File: config.mk
export PLATFORM = sky130hd
export DESIGN_NAME = alu_writeback_flat
export DESIGN_NICKNAME = d
export VERILOG_FILES = /design/src/rtl/alu_writeback_pkg.sv /design/src/rtl/alu_writeback_if.sv /design/src/rtl/alu_writeback_wb_regbank.sv /design/src/rtl/alu_writeback.sv /design/src/flat_wrapper.sv
export SDC_FILE = /design/constraint.sdc
export NUM_CORES = 1
export LEC_CHECK = 0
export CAP_MARGIN = 20
export CELL_PAD_IN_SITES_DETAIL_PLACEMENT = 1
export CELL_PAD_IN_SITES_GLOBAL_PLACEMENT = 2
export CORE_MARGIN = 8
export CORE_UTILIZATION = 43
export CTS_CLUSTER_DIAMETER = 200
export CTS_CLUSTER_SIZE = 8
export DETAILED_ROUTE_END_ITERATION = 16
export HOLD_SLACK_MARGIN = 0.02
export MAX_ROUTING_LAYER = met4
export PLACE_DENSITY = 0.94
export SYNTH_ARGS = -nofsm -noshare
export SYNTH_HDL_FRONTEND = slang
export SYNTH_HIERARCHICAL = 1
export SYNTH_SLANG_ARGS = --single-unit
File: constraint.sdc
create_clock -name clk -period 6.7 [get_ports clk]
set_clock_uncertainty 0.15 [all_clocks]
set_input_delay 1.005 -clock clk [delete_from_list [all_inputs] [get_ports clk]]
set_output_delay 1.005 -clock clk [all_outputs]
set_load 0.03 [all_outputs]
File: src/rtl/alu_writeback_pkg.sv
// alu_writeback_pkg
// Shared definitions for the ALU writeback stage:
//   - register-file indices (AX..DI, ES..DS) and register count
//   - FLAGS bit positions, reset constants and fixed-bit mask
//   - FSM state type
//   - helpers for flag merging and read-port formatting
package alu_writeback_pkg;

  localparam logic [3:0] IDX_AX = 4'd0;
  localparam logic [3:0] IDX_CX = 4'd1;
  localparam logic [3:0] IDX_DX = 4'd2;
  localparam logic [3:0] IDX_BX = 4'd3;
  localparam logic [3:0] IDX_SP = 4'd4;
  localparam logic [3:0] IDX_BP = 4'd5;
  localparam logic [3:0] IDX_SI = 4'd6;
  localparam logic [3:0] IDX_DI = 4'd7;
  localparam logic [3:0] IDX_ES = 4'd8;
  localparam logic [3:0] IDX_CS = 4'd9;
  localparam logic [3:0] IDX_SS = 4'd10;
  localparam logic [3:0] IDX_DS = 4'd11;
  localparam logic [3:0] NUM_REGS = 4'd12;

  localparam int FLAG_CF = 0;
  localparam int FLAG_PF = 2;
  localparam int FLAG_AF = 4;
  localparam int FLAG_ZF = 6;
  localparam int FLAG_SF = 7;
  localparam int FLAG_TF = 8;
  localparam int FLAG_IF = 9;
  localparam int FLAG_DF = 10;
  localparam int FLAG_OF = 11;

  localparam logic [15:0] CS_RESET         = 16'hF000;
  localparam logic [15:0] FLAGS_RESET      = 16'hF002;
  // Bits 15:12, 5, 3 and 1 are hard-wired; their fixed values are in FLAGS_RESET.
  localparam logic [15:0] FLAGS_FIXED_MASK = 16'hF02A;

  typedef enum logic {IDLE, HI} wb_state_t;

  // Scatter the 9 ALU flag outputs {OF,DF,IF,TF,SF,ZF,AF,PF,CF} into FLAGS.
  function automatic logic [15:0] merge_flags(input logic [8:0] oflags);
    logic [15:0] f;
    f = FLAGS_RESET & FLAGS_FIXED_MASK;
    f[FLAG_OF] = oflags[8];
    f[FLAG_DF] = oflags[7];
    f[FLAG_IF] = oflags[6];
    f[FLAG_TF] = oflags[5];
    f[FLAG_SF] = oflags[4];
    f[FLAG_ZF] = oflags[3];
    f[FLAG_AF] = oflags[2];
    f[FLAG_PF] = oflags[1];
    f[FLAG_CF] = oflags[0];
    return f;
  endfunction

  // Byte addresses 0-7 map onto registers AX..BX, high byte when bit 2 set.
  function automatic logic [3:0] read_index(input logic [3:0] addr, input logic word_sel);
    return word_sel ? addr : {2'b00, addr[1:0]};
  endfunction

  // Word reads pass through (reserved slots already read as zero);
  // byte reads are zero-extended, and byte addresses >= 8 read zero.
  function automatic logic [15:0] format_read(input logic [15:0] word,
                                              input logic [3:0]  addr,
                                              input logic        word_sel);
    if (word_sel) return word;
    if (addr[3]) return 16'h0000;
    return {8'h00, addr[2] ? word[15:8] : word[7:0]};
  endfunction

endpackage

File: src/rtl/alu_writeback_if.sv
// alu_writeback_if
// ALU-result handshake bus into the writeback stage.
//   in_valid/in_ready : transfer on in_valid & in_ready
//   alu_out           : 32-bit result, [31:16] used only for double-width writes
//   alu_oflags        : {OF,DF,IF,TF,SF,ZF,AF,PF,CF}
//   dst, word_op      : destination register and byte/word select
//   wr_reg, wr_hi     : commit low half to dst, high half to DX
//   wr_flags          : commit alu_oflags into FLAGS
// Modports: master (ALU/issue side), slave (writeback stage).
interface alu_writeback_if;
  logic        in_valid;
  logic        in_ready;
  logic [31:0] alu_out;
  logic [8:0]  alu_oflags;
  logic [3:0]  dst;
  logic        word_op;
  logic        wr_reg;
  logic        wr_hi;
  logic        wr_flags;

  modport master (
    output in_valid, alu_out, alu_oflags, dst, word_op, wr_reg, wr_hi, wr_flags,
    input  in_ready
  );

  modport slave (
    input  in_valid, alu_out, alu_oflags, dst, word_op, wr_reg, wr_hi, wr_flags,
    output in_ready
  );
endinterface

File: src/rtl/alu_writeback_wb_regbank.sv
// wb_regbank
// 12x16 register storage (AX,CX,DX,BX,SP,BP,SI,DI,ES,CS,SS,DS).
//   clk, rst            : clock, synchronous active-high reset (CS -> F000, rest 0)
//   wr_idx/wr_data/wr_be: single write port with per-byte enables;
//                         indices >= 12 are ignored
//   rd_idx_a/rd_idx_b   : two combinational read ports returning the full
//                         word; indices >= 12 read zero
module wb_regbank
  import alu_writeback_pkg::*;
(
  input  logic        clk,
  input  logic        rst,
  input  logic [3:0]  wr_idx,
  input  logic [15:0] wr_data,
  input  logic [1:0]  wr_be,
  input  logic [3:0]  rd_idx_a,
  input  logic [3:0]  rd_idx_b,
  output logic [15:0] rd_data_a,
  output logic [15:0] rd_data_b
);

  logic [15:0] regs [12];

  always_ff @(posedge clk) begin
    if (rst) begin
      for (int i = 0; i < 12; i++) regs[i] <= 16'h0000;
      regs[IDX_CS] <= CS_RESET;
    end else if (wr_idx < NUM_REGS) begin
      if (wr_be[0]) regs[wr_idx][7:0]  <= wr_data[7:0];
      if (wr_be[1]) regs[wr_idx][15:8] <= wr_data[15:8];
    end
  end

  assign rd_data_a = (rd_idx_a < NUM_REGS) ? regs[rd_idx_a] : 16'h0000;
  assign rd_data_b = (rd_idx_b < NUM_REGS) ? regs[rd_idx_b] : 16'h0000;

endmodule

File: src/rtl/alu_writeback.sv
// alu_writeback
// Writeback stage after the 8086 ALU: commits results to the register file
// and FLAGS, and serves the two operand read ports feeding the ALU.
//   clk, rst        : clock, synchronous active-high reset
//   bus (slave)     : ALU result handshake (see alu_writeback_if)
//   rd_a, rd_b      : read addresses (same encoding as dst)
//   rd_word         : byte/word select for both read ports
//   x_out, y_out    : operand read data, byte reads zero-extended
//   flags           : current FLAGS
// Optional feature: define ALU_WB_BYPASS_EN to forward in-flight write data
// and merged flags onto the read ports in the same cycle.
module alu_writeback
  import alu_writeback_pkg::*;
(
  input  logic             clk,
  input  logic             rst,
  alu_writeback_if.slave   bus,
  input  logic [3:0]       rd_a,
  input  logic [3:0]       rd_b,
  input  logic             rd_word,
  output logic [15:0]      x_out,
  output logic [15:0]      y_out,
  output logic [15:0]      flags
);

  wb_state_t   state, state_next;
  logic [15:0] hold;
  logic [15:0] flags_reg;
  logic        accept;
  logic [3:0]  wr_idx;
  logic [15:0] wr_data;
  logic [1:0]  wr_be;
  logic [3:0]  idx_a, idx_b;
  logic [15:0] bank_a, bank_b;
  logic [15:0] word_a, word_b;

  // State, DX holding register and FLAGS; reset wins over every write,
  // which also drops a pending DX write when reset lands in HI.
  always_ff @(posedge clk) begin
    if (rst) begin
      state     <= IDLE;
      hold      <= 16'h0000;
      flags_reg <= FLAGS_RESET;
    end else begin
      state <= state_next;
      if (accept && bus.wr_reg && bus.word_op && bus.wr_hi) hold <= bus.alu_out[31:16];
      if (accept && bus.wr_flags) flags_reg <= merge_flags(bus.alu_oflags);
    end
  end

  // Next state and the single register write port. A byte write replicates
  // the byte onto both lanes so the byte enable alone picks the lane.
  always_comb begin
    state_next   = state;
    bus.in_ready = 1'b0;
    accept       = 1'b0;
    wr_idx       = bus.dst;
    wr_data      = bus.alu_out[15:0];
    wr_be        = 2'b00;
    case (state)
      IDLE: begin
        bus.in_ready = 1'b1;
        accept       = bus.in_valid;
        if (bus.in_valid && bus.wr_reg) begin
          if (bus.word_op) begin
            wr_be = 2'b11;
            if (bus.wr_hi) state_next = HI;
          end else if (!bus.dst[3]) begin
            wr_idx  = {2'b00, bus.dst[1:0]};
            wr_be   = bus.dst[2] ? 2'b10 : 2'b01;
            wr_data = {2{bus.alu_out[7:0]}};
          end
        end
      end
      HI: begin
        wr_idx     = IDX_DX;
        wr_data    = hold;
        wr_be      = 2'b11;
        state_next = IDLE;
      end
      default: state_next = IDLE;
    endcase
  end

  assign idx_a = read_index(rd_a, rd_word);
  assign idx_b = read_index(rd_b, rd_word);

  wb_regbank u_regbank (
    .clk       (clk),
    .rst       (rst),
    .wr_idx    (wr_idx),
    .wr_data   (wr_data),
    .wr_be     (wr_be),
    .rd_idx_a  (idx_a),
    .rd_idx_b  (idx_b),
    .rd_data_a (bank_a),
    .rd_data_b (bank_b)
  );

`ifdef ALU_WB_BYPASS_EN
  // Overlay the in-flight write lanes onto a matching read; writes to
  // reserved slots and writes squashed by reset are never forwarded.
  function automatic logic [15:0] forward(input logic [15:0] base, input logic [3:0] idx,
                                          input logic [3:0] widx, input logic [15:0] wdata,
                                          input logic [1:0] be, input logic en);
    logic [15:0] r;
    r = base;
    if (en && idx == widx && widx < NUM_REGS) begin
      if (be[0]) r[7:0]  = wdata[7:0];
      if (be[1]) r[15:8] = wdata[15:8];
    end
    return r;
  endfunction

  assign word_a = forward(bank_a, idx_a, wr_idx, wr_data, wr_be, !rst);
  assign word_b = forward(bank_b, idx_b, wr_idx, wr_data, wr_be, !rst);
  assign flags  = (accept && bus.wr_flags && !rst) ? merge_flags(bus.alu_oflags) : flags_reg;
`else
  assign word_a = bank_a;
  assign word_b = bank_b;
  assign flags  = flags_reg;
`endif

  assign x_out = format_read(word_a, rd_a, rd_word);
  assign y_out = format_read(word_b, rd_b, rd_word);

endmodule

File: src/flat_wrapper.sv
// flat-port wrapper written by rule: the top's interface ports become plain ports
module alu_writeback_flat import alu_writeback_pkg::*;
  (clk, rst, rd_a, rd_b, rd_word, x_out, y_out, flags, bus_in_valid, bus_alu_out, bus_alu_oflags, bus_dst, bus_word_op, bus_wr_reg, bus_wr_hi, bus_wr_flags, bus_in_ready);
  alu_writeback_if bus_i ();
  input  logic clk;
  input  logic rst;
  input  logic [3:0] rd_a;
  input  logic [3:0] rd_b;
  input  logic rd_word;
  output logic [15:0] x_out;
  output logic [15:0] y_out;
  output logic [15:0] flags;
  input wire logic [$bits(bus_i.in_valid)-1:0] bus_in_valid;
  input wire logic [$bits(bus_i.alu_out)-1:0] bus_alu_out;
  input wire logic [$bits(bus_i.alu_oflags)-1:0] bus_alu_oflags;
  input wire logic [$bits(bus_i.dst)-1:0] bus_dst;
  input wire logic [$bits(bus_i.word_op)-1:0] bus_word_op;
  input wire logic [$bits(bus_i.wr_reg)-1:0] bus_wr_reg;
  input wire logic [$bits(bus_i.wr_hi)-1:0] bus_wr_hi;
  input wire logic [$bits(bus_i.wr_flags)-1:0] bus_wr_flags;
  output wire logic [$bits(bus_i.in_ready)-1:0] bus_in_ready;
  assign bus_i.in_valid = bus_in_valid;
  assign bus_i.alu_out = bus_alu_out;
  assign bus_i.alu_oflags = bus_alu_oflags;
  assign bus_i.dst = bus_dst;
  assign bus_i.word_op = bus_word_op;
  assign bus_i.wr_reg = bus_wr_reg;
  assign bus_i.wr_hi = bus_wr_hi;
  assign bus_i.wr_flags = bus_wr_flags;
  assign bus_in_ready = bus_i.in_ready;
  alu_writeback u_core (.clk(clk), .rst(rst), .bus(bus_i), .rd_a(rd_a), .rd_b(rd_b), .rd_word(rd_word), .x_out(x_out), .y_out(y_out), .flags(flags));
endmodule
# After elaboration in Yosys (flattened, before gate mapping)
# Memories as Yosys holds them, arrays and structs flattened.
# Index checks and enable logic that the tools add are counted.
[word_totals]
in_bits = 61
mem_bits_rw = 192
output_inout_bits = 49
elab_cells = 67
memories = 1
regBits = 26
[classes]
n_reduce_logical = 6
mux = 52
bitwise = 2
n_lt_le_gt_ge = 3
[memory_table]
columns = ["name", "words", "width", "read_ports", "rd_clocked_by_memory_dff", "write_ports", "line_no", "rtl"]
rows = [
  ["u_core.u_regbank.regs", 12, 16, 2, 0, 12, "alu_writeback_wb_regbank.sv:22", "logic [15:0] regs [12];"],
]
[ops]
columns = ["operator", "count"]
rows = [
  ["$mux W16", 15],
  ["$pmux W16 S2", 1],
  ["$mux W4", 6],
  ["$mux W1", 20],
  ["$mux W8", 2],
  ["$reduce_or A16 Y1", 1],
  ["$lt A4 B4 Y1 const B", 3],
  ["$mux W2", 5],
  ["$pmux W4 S2", 1],
  ["$logic_and A1 B1 Y1", 5],
  ["$pmux W2 S2", 1],
  ["$pmux W1 S2", 1],
  ["$not A1 Y1", 1],
  ["$or A1 B1 Y1", 1],
]

# Depth between registers and ports, before layout
[depth]
depth_word = 11
ltp_mapped = 11
ltp_nobuf = 7

# By module
# Netlist, hierarchy kept.
[by_module_without_submodules]
columns = ["module", "area_per_inst_um2", "n_inst", "cells_per_inst", "seq_area_each_um2"]
rows = [
  ["wb_regbank", 10600.2, 1, 765, 5765.5],
  ["alu_writeback", 2010.7, 1, 254, 520.5],
]

# Worst setup path before layout
# No wires, ideal clock.
[synth_timing]
kind = "in2out"
start = "input port rd_word"
end = "output port x_out[5]"
stages = 11
path_buffers = 5
arrival_ns = 3.011
slack_ns = 2.534
path_cell_list = "clkbuf_1 -> clkbuf_1 -> and2_1 -> clkbuf_1 -> nand2b_1 -> buf_1 -> clkbuf_1 -> o32ai_1 -> nor2b_1 -> a21oi_1 -> o21ai_1"
[synth_via]
elab_chain_cells = 7
[synth_lines]
columns = ["item", "line_no", "rtl"]
rows = [
  ["start: declaration", "flat_wrapper.sv:9", "input logic rd_word;"],
  ["$mux W4 *", "alu_writeback_pkg.sv:58", "return word_sel ? addr : {2'b00, addr[1:0]};"],
  ["via u_core.idx_a[2]", "alu_writeback.sv:33", "logic [3:0] idx_a, idx_b;"],
  ["$mem_v2 Z12 W16 / $lt A4 B4 Y1 (equally long branches)", "-", ""],
  ["$mux W16 *", "alu_writeback_wb_regbank.sv:34", "assign rd_data_a = (rd_idx_a < NUM_REGS) ? regs[rd_idx_a] : 16'h0000;"],
  ["via u_core.bank_a[5]", "alu_writeback.sv:34", "logic [15:0] bank_a, bank_b;"],
  ["$mux W16", "alu_writeback_pkg.sv:66", "if (word_sel) return word;"],
  ["$mux W16", "alu_writeback_pkg.sv:67", "if (addr[3]) return 16'h0000;"],
  ["$mux W16", "alu_writeback_pkg.sv:68", "return {8'h00, addr[2] ? word[15:8] : word[7:0]};"],
  ["$mux W16 *", "alu_writeback_pkg.sv:67", ""],
  ["end: declaration", "flat_wrapper.sv:10", "output logic [15:0] x_out;"],
]
# Mark *: on every way through the listed nets, which the timed path passes. The rest lies on a longest branch. The select of a mux whose other input is x is not followed.

# Worst setup path after layout
[layout_timing]
start = "input port rd_word"
end = "output port y_out[0]"
[layout_via]
elab_chain_cells = 7
[layout_lines]
columns = ["item", "line_no", "rtl"]
rows = [
  ["$mux W4 *", "alu_writeback_pkg.sv:58", ""],
  ["via u_core.idx_b[3]", "alu_writeback.sv:33", ""],
  ["$mem_v2 Z12 W16 / $lt A4 B4 Y1 (equally long branches)", "-", ""],
  ["$mux W16 *", "alu_writeback_wb_regbank.sv:35", "assign rd_data_b = (rd_idx_b < NUM_REGS) ? regs[rd_idx_b] : 16'h0000;"],
  ["via u_core.bank_b[0]", "alu_writeback.sv:34", ""],
  ["$mux W16", "alu_writeback_pkg.sv:66", ""],
  ["$mux W16", "alu_writeback_pkg.sv:67", ""],
  ["$mux W16", "alu_writeback_pkg.sv:68", ""],
  ["$mux W16 *", "alu_writeback_pkg.sv:67", ""],
  ["end: declaration", "flat_wrapper.sv:11", "output logic [15:0] y_out;"],
]
# Marked as above.

==> metrics.md <==
| Metric | Value |
|---|---|
| PwrDens | 237 mW/mm^2 |
| Area grow syn2layout | 16.2% |
| DIE WIDTH | 187 um |
| Post-Route WL | 40200 um |
| Layout net count | 1146 |
| Fillers | 2920 |
| Syn Area/Cell | 12.4 um^2 |
| Final Max Tran Viols | 0 |
| CTS Sinks | 218 |
| Worst Setup Path Type | input port to output pin |
| CTS HTree Levels | 1 |
| Pre-CTS setup slack | 925 ps |
| Final instance area | 0.0146 mm^2 |
| Worst skew pair latency | 550 ps |
| Asr flop ratio synth | 0 |
| Max-Cap Viols | 0 |
| Mapped Area | 0.0126 mm^2 |
| Post CTS Setup Buffer Count | 0 |
| Longest Clk Path Bufs | 3 |
| Gr usage total | 0.229 |
| Num CTS Buffers | 31 |
| Worst Path Required | 5540 ps |
| Crit path arrival time | 4740 ps |
| Worst-Margin Slew | 1150 ps |
| CTS tree | built |
| Leakage power | 0.00528 uW |
| Die Area | 0.0351 mm^2 |
| Relative max-transition margin | 0.230 |
| F_max | 0.170 GHz |
| Vias per std cell | 5.85 |
| #FFs+latches synth | 218 |
| GPL Wtd Cong | 0.909 |
| First-pass GRT wire length | 60200 um |
| Total power | 3470 uW |
| Antenna Nets Post-Route | 0 |
| Synth top area share | 0.457 |
| Post-CTS Resized | 0 |
| Ys Warns | 6 |
| Reg clk slew, reported paths | 50 ps |
| Core area | 0.0288 mm^2 |
| Root Driver | clkbuf_16 |
| Final worst-path cycle share | 0.880 |
| Number of distinct library cells after synthesis | 41 |
| Top Ports | 110 |
| CP Capture Type | output pin |
| Final setup vio count | 0 |
| DRC Markers | 0 |
| Placed Instance Area | 0.0137 mm^2 |
| Vias in the first global route | 9359 |
| Port Buf Inserts | 102 |
| Synth Instances | 1019 |
| Register area share after synthesis | 0.498 |
| Fin Setup TNS | 0 ps |
| Largest net degree at the start of global routing | 73 |
| Gr ovfl total | 0 |
| Initial core utilization | 0.438 |
| Top FF cell, synth | edfxtp_1 |
| RSZ-0062 raised after global routing | false |
| Storage element area | 0.00629 mm^2 |
| Worst vdd ir | 0.178 mV |
| Worst Setup Start Kind | input port |
| Max FO, Critical Path | 19 |
| Initial DRC count | 826 |
| Row cnt | 62 |
| Antenna violations before repair | 1 |
| Post-route minimum period | 5890 ps |
| Post-synth top area cell | edfxtp_1 |
| Number of synthesized flops with an enable pin | 192 |
| Max reg flops | 192 |
| Die Ht | 187 um |
| Post-DP HPWL | 28300 um |
| Drt pass-1 iters | 5 |
| Final hold vios | 0 |
| Hold Path Class | flop to flop |
| Area of the multi-input gates | 0.00575 mm^2 |
| Vias | 8736 |
| Largest cells by area after synthesis | edfxtp_1, mux4_2, and2_1 |
| Share of cells above drive strength 1 | 0.209 |
| Run status | finished, final reports clean |
| Hold buffer count at CTS | 0 |
| DR WL/cell | 26.9 um |
| PnR worst setup slack | 806 ps |
final timing paths:
check	slack, ps	from	cells after the start	endpoint
max reg2reg	3780	u_core/state	5	u_core/u_regbank/regs[5][9]
max	810	rd_word	9	y_out[0]
min	320	u_core/hold[12]	2	u_core/hold[12]
min reg2reg	320	u_core/hold[12]	2	u_core/hold[12]
placed cells by master (no fill, tap or decap), drive strengths merged, types with 32 or more instances in the layout:
cell             n
and2           208
clkdlybuf4s50   99
edfxtp         192
inv             34
clkbuf          56
o32ai           32
mux2i           33
mux4            64
mux2            72
o22ai           32
nor2            70
logic make-up after synthesis:
| family | synth area share |
|---|---|
| DFF | 0.498 |
| buffers and inverters | 0.0472 |
| AOI/OAI and AO/OA | 0.0544 |
| muxes | 0.205 |
| other | 0.000596 |
| and+or+nand+nor | 0.195 |
critical path: stages:
cell	delay [ps]
clkdlybuf4s50_1	720
and2_1	510
nand2b_1	560
o22ai_1	210
o32ai_1	560
nor2b_1	200
a21oi_1	60
o21ai_1	190
clkdlybuf4s50_1	700
power breakdown:
group	internal (uW)	switching (uW)	total, uW
Sequential	1520	23.7	1540
Combinational	199	296	495
Clock	860	576	1440
Total	2570	896	3470
synthesized netlist by cell type (all sizes together) (4+ instances only):
cell type and n:
and2 208, edfxtp 192, mux2 72, nor2 70, mux4 64, buf 47, clkbuf 39, inv 34
mux2i 33, o22ai 32, o32ai 32, nand2b 30, nand2 29, dfxtp 26, o21ai 26, or2 26
nor2b 17, a21oi 15, or2b 8, nand4bb 4, or3 4
metrics by stage:
stage	util	std cells	hold WS (ps)
6_report	0.509	1494	325
5_1_grt	0.509	1494	344
4_1_cts	0.507	1489	327
3_5_place_dp	0.476	1432	317
3_3_place_gp	0.476	1432	310
2_1_floorplan	-	1024	299
per-layer routing:
metal,share of wire,track usage
met4,0.025,0.0651
met2,0.47,0.364
met1,0.43,0.301
met3,0.073,0.0365
met5,0,-
cell type report:
| class | instances | share of cell area |
|---|---|---|
| Antenna cell | 1 | 0.000171 |
| Clock buffer | 56 | 0.0594 |
| Clock inverter | 1 | 0.000598 |
| Inverter | 34 | 0.00871 |
| Multi-Input combinational cell | 686 | 0.392 |
| Sequential cell | 218 | 0.429 |
| Tap cell | 384 | 0.0328 |
| Timing Repair Buffer | 114 | 0.0768 |
No activity file was read; power rests on OpenSTA's default activity.
